--- src/rtl/mem_arbiter.sv ---
// mem_arbiter
//   Shares one memory port between the instruction-fetch requester (if_*)
//   and the load/store requester (dm_*). Registered three-state FSM
//   (IDLE, BUSY_IF, BUSY_DM): one requester is granted at a time, the
//   memory-side request is held stable until mem_rdy, and completion is
//   signalled with a one-cycle ack pulse plus registered read data.
//   Data accesses win by default; a saturating streak counter forces a
//   fetch grant after STARVE_MAX consecutive data grants with fetch waiting.
//
// Handshake: a requester raises x_req with its address/controls and keeps
//   them stable until x_ack pulses for one cycle. On the memory side,
//   mem_req and all mem_* controls stay constant while mem_req=1;
//   mem_rdy (with mem_rdata) completes the access and is ignored
//   whenever mem_req=0.
//
// Optional build macro: MEM_ARB_TIMEOUT_EN
//   Adds a BUSY watchdog (parameter TIMEOUT). On expiry the pending
//   requester is acked together with a bus_err pulse and reads return 0.
//   Without the macro bus_err is constant 0 and BUSY waits indefinitely.
//
// Ports:
//   clk, rst                  clock, synchronous active-high reset
//   if_req/if_addr            fetch request and address
//   if_rdata/if_ack           fetch data and completion pulse
//   dm_req/we/be/addr/wdata   data request and controls
//   dm_rdata/dm_ack           data read data and completion pulse
//   mem_req/we/be/addr/wdata  registered memory request
//   mem_rdata/mem_rdy         memory read data and completion
//   bus_err                   error pulse coincident with an ack
//   dbg_state                 current FSM state (0 IDLE, 1 BUSY_IF, 2 BUSY_DM)

module mem_arbiter #(
   parameter int unsigned STARVE_MAX = 4
`ifdef MEM_ARB_TIMEOUT_EN
   , parameter int unsigned TIMEOUT = 255
`endif
) (
   input  logic        clk,
   input  logic        rst,
   input  logic        if_req,
   input  logic [31:0] if_addr,
   output logic [31:0] if_rdata,
   output logic        if_ack,
   input  logic        dm_req,
   input  logic        dm_we,
   input  logic [3:0]  dm_be,
   input  logic [31:0] dm_addr,
   input  logic [31:0] dm_wdata,
   output logic [31:0] dm_rdata,
   output logic        dm_ack,
   output logic        mem_req,
   output logic        mem_we,
   output logic [3:0]  mem_be,
   output logic [31:0] mem_addr,
   output logic [31:0] mem_wdata,
   input  logic [31:0] mem_rdata,
   input  logic        mem_rdy,
   output logic        bus_err,
   output logic [1:0]  dbg_state
);

   typedef enum logic [1:0] {
      IDLE    = 2'd0,
      BUSY_IF = 2'd1,
      BUSY_DM = 2'd2
   } state_t;

   localparam logic [3:0] STREAK_LIM = 4'(STARVE_MAX);

   state_t      state, state_nx;
   logic [3:0]  streak, streak_nx;
   logic        mem_req_nx, mem_we_nx;
   logic [3:0]  mem_be_nx;
   logic [31:0] mem_addr_nx, mem_wdata_nx;
   logic        if_ack_nx, dm_ack_nx;
   logic [31:0] if_rdata_nx, dm_rdata_nx;
   logic        if_elig, dm_elig, grant_dm, grant_if;
   logic        timeout_hit;

   // A requester whose ack is high this cycle is still presenting the
   // request it just completed, so it must not be granted again.
   assign if_elig  = if_req && !if_ack;
   assign dm_elig  = dm_req && !dm_ack;
   assign grant_dm = dm_elig && !(if_elig && (streak == STREAK_LIM));
   assign grant_if = if_elig && !grant_dm;

   assign dbg_state = state;

`ifdef MEM_ARB_TIMEOUT_EN
   // wd counts BUSY cycles already spent without mem_rdy; the timeout is
   // taken at the end of the TIMEOUT-th such cycle.
   localparam int WD_W = (TIMEOUT < 2) ? 1 : $clog2(TIMEOUT);
   logic [WD_W-1:0] wd, wd_nx;
   logic            bus_err_nx;

   assign timeout_hit = (state != IDLE) && !mem_rdy && (wd == WD_W'(TIMEOUT - 1));

   always_comb begin
      wd_nx      = wd;
      bus_err_nx = 1'b0;
      if (state == IDLE) begin
         wd_nx = '0;
      end else if (!mem_rdy) begin
         if (timeout_hit) bus_err_nx = 1'b1;
         else             wd_nx = wd + 1'b1;
      end
   end

   always_ff @(posedge clk) begin
      if (rst) begin
         wd      <= '0;
         bus_err <= 1'b0;
      end else begin
         wd      <= wd_nx;
         bus_err <= bus_err_nx;
      end
   end
`else
   assign timeout_hit = 1'b0;
   assign bus_err     = 1'b0;
`endif

   always_comb begin
      state_nx     = state;
      streak_nx    = streak;
      mem_req_nx   = mem_req;
      mem_we_nx    = mem_we;
      mem_be_nx    = mem_be;
      mem_addr_nx  = mem_addr;
      mem_wdata_nx = mem_wdata;
      if_ack_nx    = 1'b0;
      dm_ack_nx    = 1'b0;
      if_rdata_nx  = if_rdata;
      dm_rdata_nx  = dm_rdata;
      case (state)
         IDLE: begin
            if (grant_dm) begin
               state_nx     = BUSY_DM;
               mem_req_nx   = 1'b1;
               mem_we_nx    = dm_we;
               mem_be_nx    = dm_be;
               mem_addr_nx  = dm_addr;
               mem_wdata_nx = dm_wdata;
               // Streak only builds while fetch is actually waiting.
               if (!if_req)                    streak_nx = 4'd0;
               else if (streak >= STREAK_LIM)  streak_nx = STREAK_LIM;
               else                            streak_nx = streak + 4'd1;
            end else if (grant_if) begin
               state_nx     = BUSY_IF;
               mem_req_nx   = 1'b1;
               mem_we_nx    = 1'b0;
               mem_be_nx    = 4'hF;
               mem_addr_nx  = if_addr;
               mem_wdata_nx = 32'd0;
               streak_nx    = 4'd0;
            end
         end
         BUSY_IF, BUSY_DM: begin
            if (mem_rdy || timeout_hit) begin
               state_nx   = IDLE;
               mem_req_nx = 1'b0;
               if (state == BUSY_IF) begin
                  if_ack_nx   = 1'b1;
                  if_rdata_nx = mem_rdy ? mem_rdata : 32'd0;
               end else begin
                  dm_ack_nx = 1'b1;
                  if (!mem_we) dm_rdata_nx = mem_rdy ? mem_rdata : 32'd0;
               end
            end
         end
         default: state_nx = IDLE;
      endcase
   end

   always_ff @(posedge clk) begin
      if (rst) begin
         state     <= IDLE;
         streak    <= 4'd0;
         mem_req   <= 1'b0;
         mem_we    <= 1'b0;
         mem_be    <= 4'd0;
         mem_addr  <= 32'd0;
         mem_wdata <= 32'd0;
         if_ack    <= 1'b0;
         dm_ack    <= 1'b0;
         if_rdata  <= 32'd0;
         dm_rdata  <= 32'd0;
      end else begin
         state     <= state_nx;
         streak    <= streak_nx;
         mem_req   <= mem_req_nx;
         mem_we    <= mem_we_nx;
         mem_be    <= mem_be_nx;
         mem_addr  <= mem_addr_nx;
         mem_wdata <= mem_wdata_nx;
         if_ack    <= if_ack_nx;
         dm_ack    <= dm_ack_nx;
         if_rdata  <= if_rdata_nx;
         dm_rdata  <= dm_rdata_nx;
      end
   end

endmodule
--- config.mk ---
export PLATFORM = sky130hd
export DESIGN_NAME = mem_arbiter
export DESIGN_NICKNAME = d
export VERILOG_FILES = /design/src/rtl/mem_arbiter.sv
export SDC_FILE = /design/constraint.sdc
export NUM_CORES = 1
export LEC_CHECK = 0
export BUFFER_PORTS_ARGS = -buffer_cell sky130_fd_sc_hd__buf_2
export CAP_MARGIN = 15
export CORE_ASPECT_RATIO = 0.9
export CORE_MARGIN = 4
export CORE_UTILIZATION = 45
export CTS_CLUSTER_DIAMETER = 120
export DETAILED_ROUTE_END_ITERATION = 6
export GPL_ROUTABILITY_DRIVEN = 0
export GPL_TIMING_DRIVEN = 0
export PLACE_DENSITY = 0.83
export SYNTH_ARGS = -nofsm -noshare
export SYNTH_HDL_FRONTEND = slang
export SYNTH_SLANG_ARGS = --single-unit
--- constraint.sdc ---
create_clock -name clk -period 1.75 [get_ports clk]
set_input_delay 0.175 -clock clk [delete_from_list [all_inputs] [get_ports clk]]
set_output_delay 0.175 -clock clk [all_outputs]
set_load 0.01 [all_outputs]
==> results of run 1 <==
[cell families after synthesis]
logic type / after synthesis
adder cells (fa/ha/maj): 4
AND/OR/NAND/NOR: 169
multiplexers: 1
flip-flops: 142
other: 1
buffers and inverters: 79
AO/OA/AOI/OAI: 172
[worst paths after layout]
path / endpoint / cells after the start
worst max-delay path: dm_rdata[18]$_SDFFE_PP0P_ / 7
worst min-delay path: if_rdata[19]$_SDFFE_PP0P_ / 3
worst max register to register: dm_rdata[18]$_SDFFE_PP0P_ / 7
worst min register to register: if_rdata[3]$_SDFFE_PP0P_ / 2
[cells in the final DEF, fill, tap and decap left out, types with 3 or more instances in the layout]
master	Yosys	final
dfxtp_1	142	141
nand2_1	132	131
dlygate4sd3_1	0	47
clkinv_2	0	3
clkbuf_2	0	4
bufinv_16	0	3
a22o_1	34	34
o21ai_1	5	5
a21oi_1	67	67
nor2_1	10	10
o221a_2	24	24
inv_1	36	36
o21ai_0	29	29
buf_2	17	286
inv_6	0	3
nand2b_1	3	3
clkbuf_1	16	12
clkinvlp_4	0	4
o221a_1	8	8
nor3_2	5	4
buf_4	8	13
clkbuf_16	0	17
[registers in the layout, summed over array words and instances (netlist names)]
| name | flops |
|---|---|
| dbg_state | 2 |
| dm_ack | 1 |
| dm_rdata | 32 |
| if_ack | 1 |
| if_rdata | 32 |
| mem_addr | 32 |
| mem_be | 4 |
| mem_req | 1 |
| mem_wdata | 32 |
| mem_we | 1 |
| streak | 4 |
[power breakdown]
part,switching [mW],leakage [nW],internal [mW]
registers,0.161,1.16,3.55
logic,0.896,2.31,0.795
clock network,1.38,0.286,2.28
total,2.44,3.76,6.62
[critical path: stages, from the launching register on]
cell	delay, ns
dfxtp_1	0.34
inv_1	0.09
ha_4	0.29
nand2_4	0.07
or3_4	0.37
buf_4	0.19
nand2_1	0.07
a21oi_1	0.08
[layer usage]
layer	track usage, %	routed length, um
met3	5.61	1030
met4	9.68	424
met2	42.7	8410
met1	29.0	7040
met5	0	0
[layout make-up]
cell class	count	area, um2
Fill cell	897	3460
Sequential cell	142	2840
Multi-Input combinational cell	347	2060
Timing Repair Buffer	323	1850
Clock buffer	19	443
Buffer	42	236
Tap cell	156	195
Clock inverter	13	161
Inverter	36	135
[repair_timing]
| action | 4_1_cts | 5_1_grt |
|---|---|---|
| setup endpoints to repair | 30 | 93 |
| cloned | 0 | 0 |
| pin swaps | 0 | 0 |
| setup buffers | 0 | 1 |
| resized for setup | 5 | 17 |
| endpoints found under the hold margin | 51 | 0 |
| hold buffers | 47 | 0 |
==> results.yml, run 1 <==
status:
  status: "completed"
detailed_routing:
  drtIter0Drc: 377
  viasPerCell: 4.94
  ant_nets: 0
  drc: 0
  wl_per_cell_um: 15.7
  vias: 5330
  dr.pass1.iters: 4
  finalWirelength_um: 16900
synthesis:
  yosysWarningCount: 0
  synth_compound_area_share_pct: 23.4
  synth.distinct_cells: 40
  synth_nets: 710
  ys_seq_area_share_pct: 54.5
  synthFlopType: "dfxtp_1"
  syn_avg_cell_area_um2: 9.19
  syn_inst: 568
  synth.most_common_cell: "dfxtp_1"
  synth_seq_cells: 142
  synth_common_cells: "142 x dfxtp_1, 132 x nand2_1, 67 x a21oi_1"
  synthAdderAreaFrac_pct: 0.959
  synth_top_family_by_area: "compound AO/OA/AOI/OAI gates"
  muxShareOfSynthArea_pct: 0.216
  synth_simple_gate_area_share_pct: 14.1
  synth_top_area_share_pct: 54.5
  synth_xor_area_share_pct: 0
  synth_top_area_cell: "dfxtp_1"
  async_flop_share_pct: 0
  synth_area_leaders: "dfxtp_1 54%, nand2_1 9.5%, a21oi_1 6.4%"
  synth_area_um2: 5220
  synth-edff-count: 0
critical_path:
  r2r_setup_slack_ns: 0.11
  crit_path_start: "dbg_state[1]$_SDFFE_PP0P_"
  required_ns: 2.01
  r2r_start: "dbg_state[1]$_SDFFE_PP0P_"
  cp_max_fo: 10
  critPathLaunchType: "register"
  crit_path_end_kind: "register"
  crit_arrival_ns: 1.90
  worstSetupPathType: "reg -> reg"
floorplan:
  die_area_um2: 13400
  die_h_um: 110
  die_w_um: 122
  rows: 37
  core_area_um2: 11400
  io_pins: 277
  start_util_pct: 45.8
final_layout:
  finalNonFillerCells: 1078
  fin_area_um2: 7930
  area_growth_pct: 51.9
  antennaDiodeCount: 0
  drive_gt1_share_pct: 41.1
  nNetsFinal: 1051
  post-route-util_pct: 69.6
place:
  placedCellCount: 999
  dp_slack_ns: -0.0906
  port_buffers: 275
  hpwl_um: 11700
  dpl_cell_area_um2: 6790
sta:
  timing.hold.ws_ns: 0.0165
  worst_slew_pin_slew_ns: 0.599
  skew_ns: 0.00830
  drv_slew: 0
  timing.final.crit_period_ns: 1.64
  finalWorstSetupSlack_ns: 0.112
  rsz0062_at_grt: "false"
  fmax_mhz: 610
  tns_ns: 0
  slew-limit-headroom_pct: 60.1
  setup_viol: 0
  min_period_over_period_pct: 93.6
  hold_viol_final: 0
clocking:
  clock_tree.root_cell: "clkbuf_16"
  cts_made_buffers: 17
  htreeDepth: 4
  clkSlewWorstSetupHoldPaths_ns: 0.06
  clockBufferDepth: 2
  insertion_delay_ns: 0.42
  clock_sinks: 142
  cts_tree: "built"
grt:
  grt_pass1_vias: 5263
  grt_pass1_wl_um: 25800
  antenna_found_initial: 0
  grt_max_degree: 17
  track_usage_pct: 24.3
  gr-total-overflow: 0
power_and_ir_drop:
  max-vdd-ir-drop_v: 0.000730
  power_mw: 9.06
  power_density_nw_per_um2: 1140
  p_leak_nw: 3.76
worst_hold_path:
  hp-class: "in -> reg"
  hold_start: "mem_rdata[19]"
run:
  drv_cap: 0
Note: power is estimated with default switching activity, not from simulation.
==> inputs of run 2 (changes only) <==
--- a/config.mk
+++ b/config.mk
@@ -9,12 +9,12 @@
 export CAP_MARGIN = 15
 export CORE_ASPECT_RATIO = 0.9
 export CORE_MARGIN = 4
-export CORE_UTILIZATION = 45
+export CORE_UTILIZATION = 40
 export CTS_CLUSTER_DIAMETER = 120
 export DETAILED_ROUTE_END_ITERATION = 6
 export GPL_ROUTABILITY_DRIVEN = 0
 export GPL_TIMING_DRIVEN = 0
-export PLACE_DENSITY = 0.83
+export PLACE_DENSITY = 0.78
 export SYNTH_ARGS = -nofsm -noshare
 export SYNTH_HDL_FRONTEND = slang
 export SYNTH_SLANG_ARGS = --single-unit
==> constraint.sdc (replaced) <==
create_clock -name clk -period 1.5 [get_ports clk]
set_input_delay 0.15 -clock clk [delete_from_list [all_inputs] [get_ports clk]]
set_output_delay 0.15 -clock clk [all_outputs]
set_load 0.01 [all_outputs]
==> results.yml, run 2 (same netlist as run 1, synthesis figures left out) <==
clocking:
  clock_tree.root_cell: "clkbuf_16"
  htreeDepth: 4
  clock_sinks: 142
  clockBufferDepth: 2
  clkSlewWorstSetupHoldPaths_ns: 0.06
  cts_tree: "built"
  insertion_delay_ns: 0.41
  cts_made_buffers: 17
floorplan:
  io_pins: 277
  die_area_um2: 14900
  die_h_um: 116
  rows: 39
  die_w_um: 128
  start_util_pct: 41.0
  core_area_um2: 12700
worst_hold_path:
  hold_start: "dm_be[0]"
  hold_depth: 3
  min_to: "mem_be[0]$_SDFFE_PP0P_"
  hp-class: "in -> reg"
critical_path:
  reg2reg_to: "dm_rdata[19]$_SDFFE_PP0P_"
  crit_path_end_kind: "register"
  cp_max_fo: 5
  cpMostUsedCell: "buf_6"
  required_ns: 1.83
  r2r_setup_slack_ns: -0.13
  worstPathCellList: "inv_2 -> ha_4 -> nand2_4 -> buf_6 -> nor3_4 -> buf_6 -> buf_8 -> nand2_2 -> a21oi_1"
  critPathBufInv: 4
  worstSetupPathType: "reg -> reg"
  path_depth: 9
  r2r_start: "dbg_state[1]$_SDFFE_PP0P_"
  critPathMaxStageDelay_ns: 0.33
  critPathLaunchType: "register"
  r2r_cells: 9
  cp_slowest_cell: "dfxtp_2"
  crit_arrival_ns: 1.97
  crit_family: "buffers and inverters"
grt:
  grt_pass1_vias: 5753
  antenna_found_initial: 1
  grt_pass1_wl_um: 28300
  grt_max_degree: 17
  track_usage_pct: 23.9
  gr-total-overflow: 0
final_layout:
  layout_commonest_cell: "buf_2"
  finalNonFillerCells: 1164
  drive_gt1_share_pct: 47.5
  final_cell_mix: "278 x buf_2, 138 x dfxtp_1, 97 x nand2_1"
  area_growth_pct: 81.3
  nNetsFinal: 1126
  post-route-util_pct: 74.3
detailed_routing:
  drc: 0
  finalWirelength_um: 20900
  wl_per_cell_um: 17.9
  vias: 5957
  ant_nets: 0
  dr.pass1.iters: 5
  drtIter0Drc: 427
  viasPerCell: 5.12
status:
  status: "finished with violations"
  failed_checks: "negative setup slack"
sta:
  min_period_over_period_pct: 109
  setup_viol: 98
  tns_ns: -7.06
  worst_slew_pin_slew_ns: 0.630
  finalWorstSetupSlack_ns: -0.134
  fmax_mhz: 612
  hold_viol_final: 0
  slew-limit-headroom_pct: 58.0
  drv_slew: 0
  rsz0062_at_grt: "true"
  timing.final.crit_period_ns: 1.63
  skew_ns: 0.00583
run:
  drv_cap: 0
place:
  port_buffers: 275
  placedCellCount: 1007
  hpwl_um: 12000
power_and_ir_drop:
  power_density_nw_per_um2: 1230
  max-vdd-ir-drop_v: 0.000848
  p_leak_nw: 4.36
## run 2: area by class of cell
type / count / area (um2)
timing repair buffer: 397 / 2720
antenna: 3 / 7.51
tap: 164 / 205
clock buffer: 19 / 433
buffer: 42 / 380
clock inverter: 13 / 188
sequential: 142 / 2850
fill: 875 / 3270
inverter: 36 / 135
multi-input combinational: 348 / 2550
## run 2: tightest hold or removal path, cell delays in order
cell	delay [ns]
buf_2	0.10
nor2_4	0.04
nor3_2	0.08
## run 2: through the flow
| step | power [mW] | hold WS, ns | instance area (um2) | worst slack (ns) |
|---|---|---|---|---|
| after global placement | 6.22 | 0.357 | 6850 | -0.147 |
| after CTS | 11.0 | 0.0000101 | 8630 | -0.180 |
| after floorplan | 5.44 | 0.275 | 5270 | -0.0845 |
| after global routing | 12.1 | 0.0000810 | 9460 | -0.203 |
| after detailed placement | 6.25 | 0.365 | 6850 | -0.158 |
| final | 11.6 | 0.00557 | 9460 | -0.134 |
## run 2: what timing repair did
item	4_1_cts	5_1_grt
setup endpoints to repair	126	132
hold buffers	92	1
pin swaps	14	34
gates cloned	3	10
setup buffers	10	8
endpoints found under the hold margin	118	1
resized for setup	42	134
## run 2: worst max path at each step
| stage | startpoint | to | slack, ns |
|---|---|---|---|
| after global routing | dbg_state[1]$_SDFFE_PP0P_ | dm_rdata[19]$_SDFFE_PP0P_ | -0.20 |
| final | dbg_state[1]$_SDFFE_PP0P_ | dm_rdata[19]$_SDFFE_PP0P_ | -0.13 |
| after floorplan | dbg_state[0]$_SDFFE_PP0P_ | dm_rdata[10]$_SDFFE_PP0P_ | -0.08 |
| after detailed placement | dbg_state[0]$_SDFFE_PP0P_ | dm_rdata[2]$_SDFFE_PP0P_ | -0.16 |
| after global placement | dbg_state[0]$_SDFFE_PP0P_ | dm_rdata[16]$_SDFFE_PP0P_ | -0.15 |
| after CTS | dbg_state[1]$_SDFFE_PP0P_ | dm_rdata[20]$_SDFFE_PP0P_ | -0.18 |
## run 2: metal layers
metal | vias up | share of wire (%) | routed length [um] | GRT usage (%)
met3 | 71 | 6.2 | 1290 | 6.31
met4 | 0 | 3.7 | 777 | 10.5
li1 | 2802 | - | - | -
met1 | 2779 | 39 | 8070 | 28.2
met5 | - | 0 | 0 | 0
met2 | 305 | 51 | 10700 | 41.0
## run 2: where the power goes
part / total, mW / switching (mW) / internal, mW
Sequential: 4.35 / 0.213 / 4.14
Combinational: 2.83 / 1.37 / 1.47
Clock: 4.42 / 1.63 / 2.79
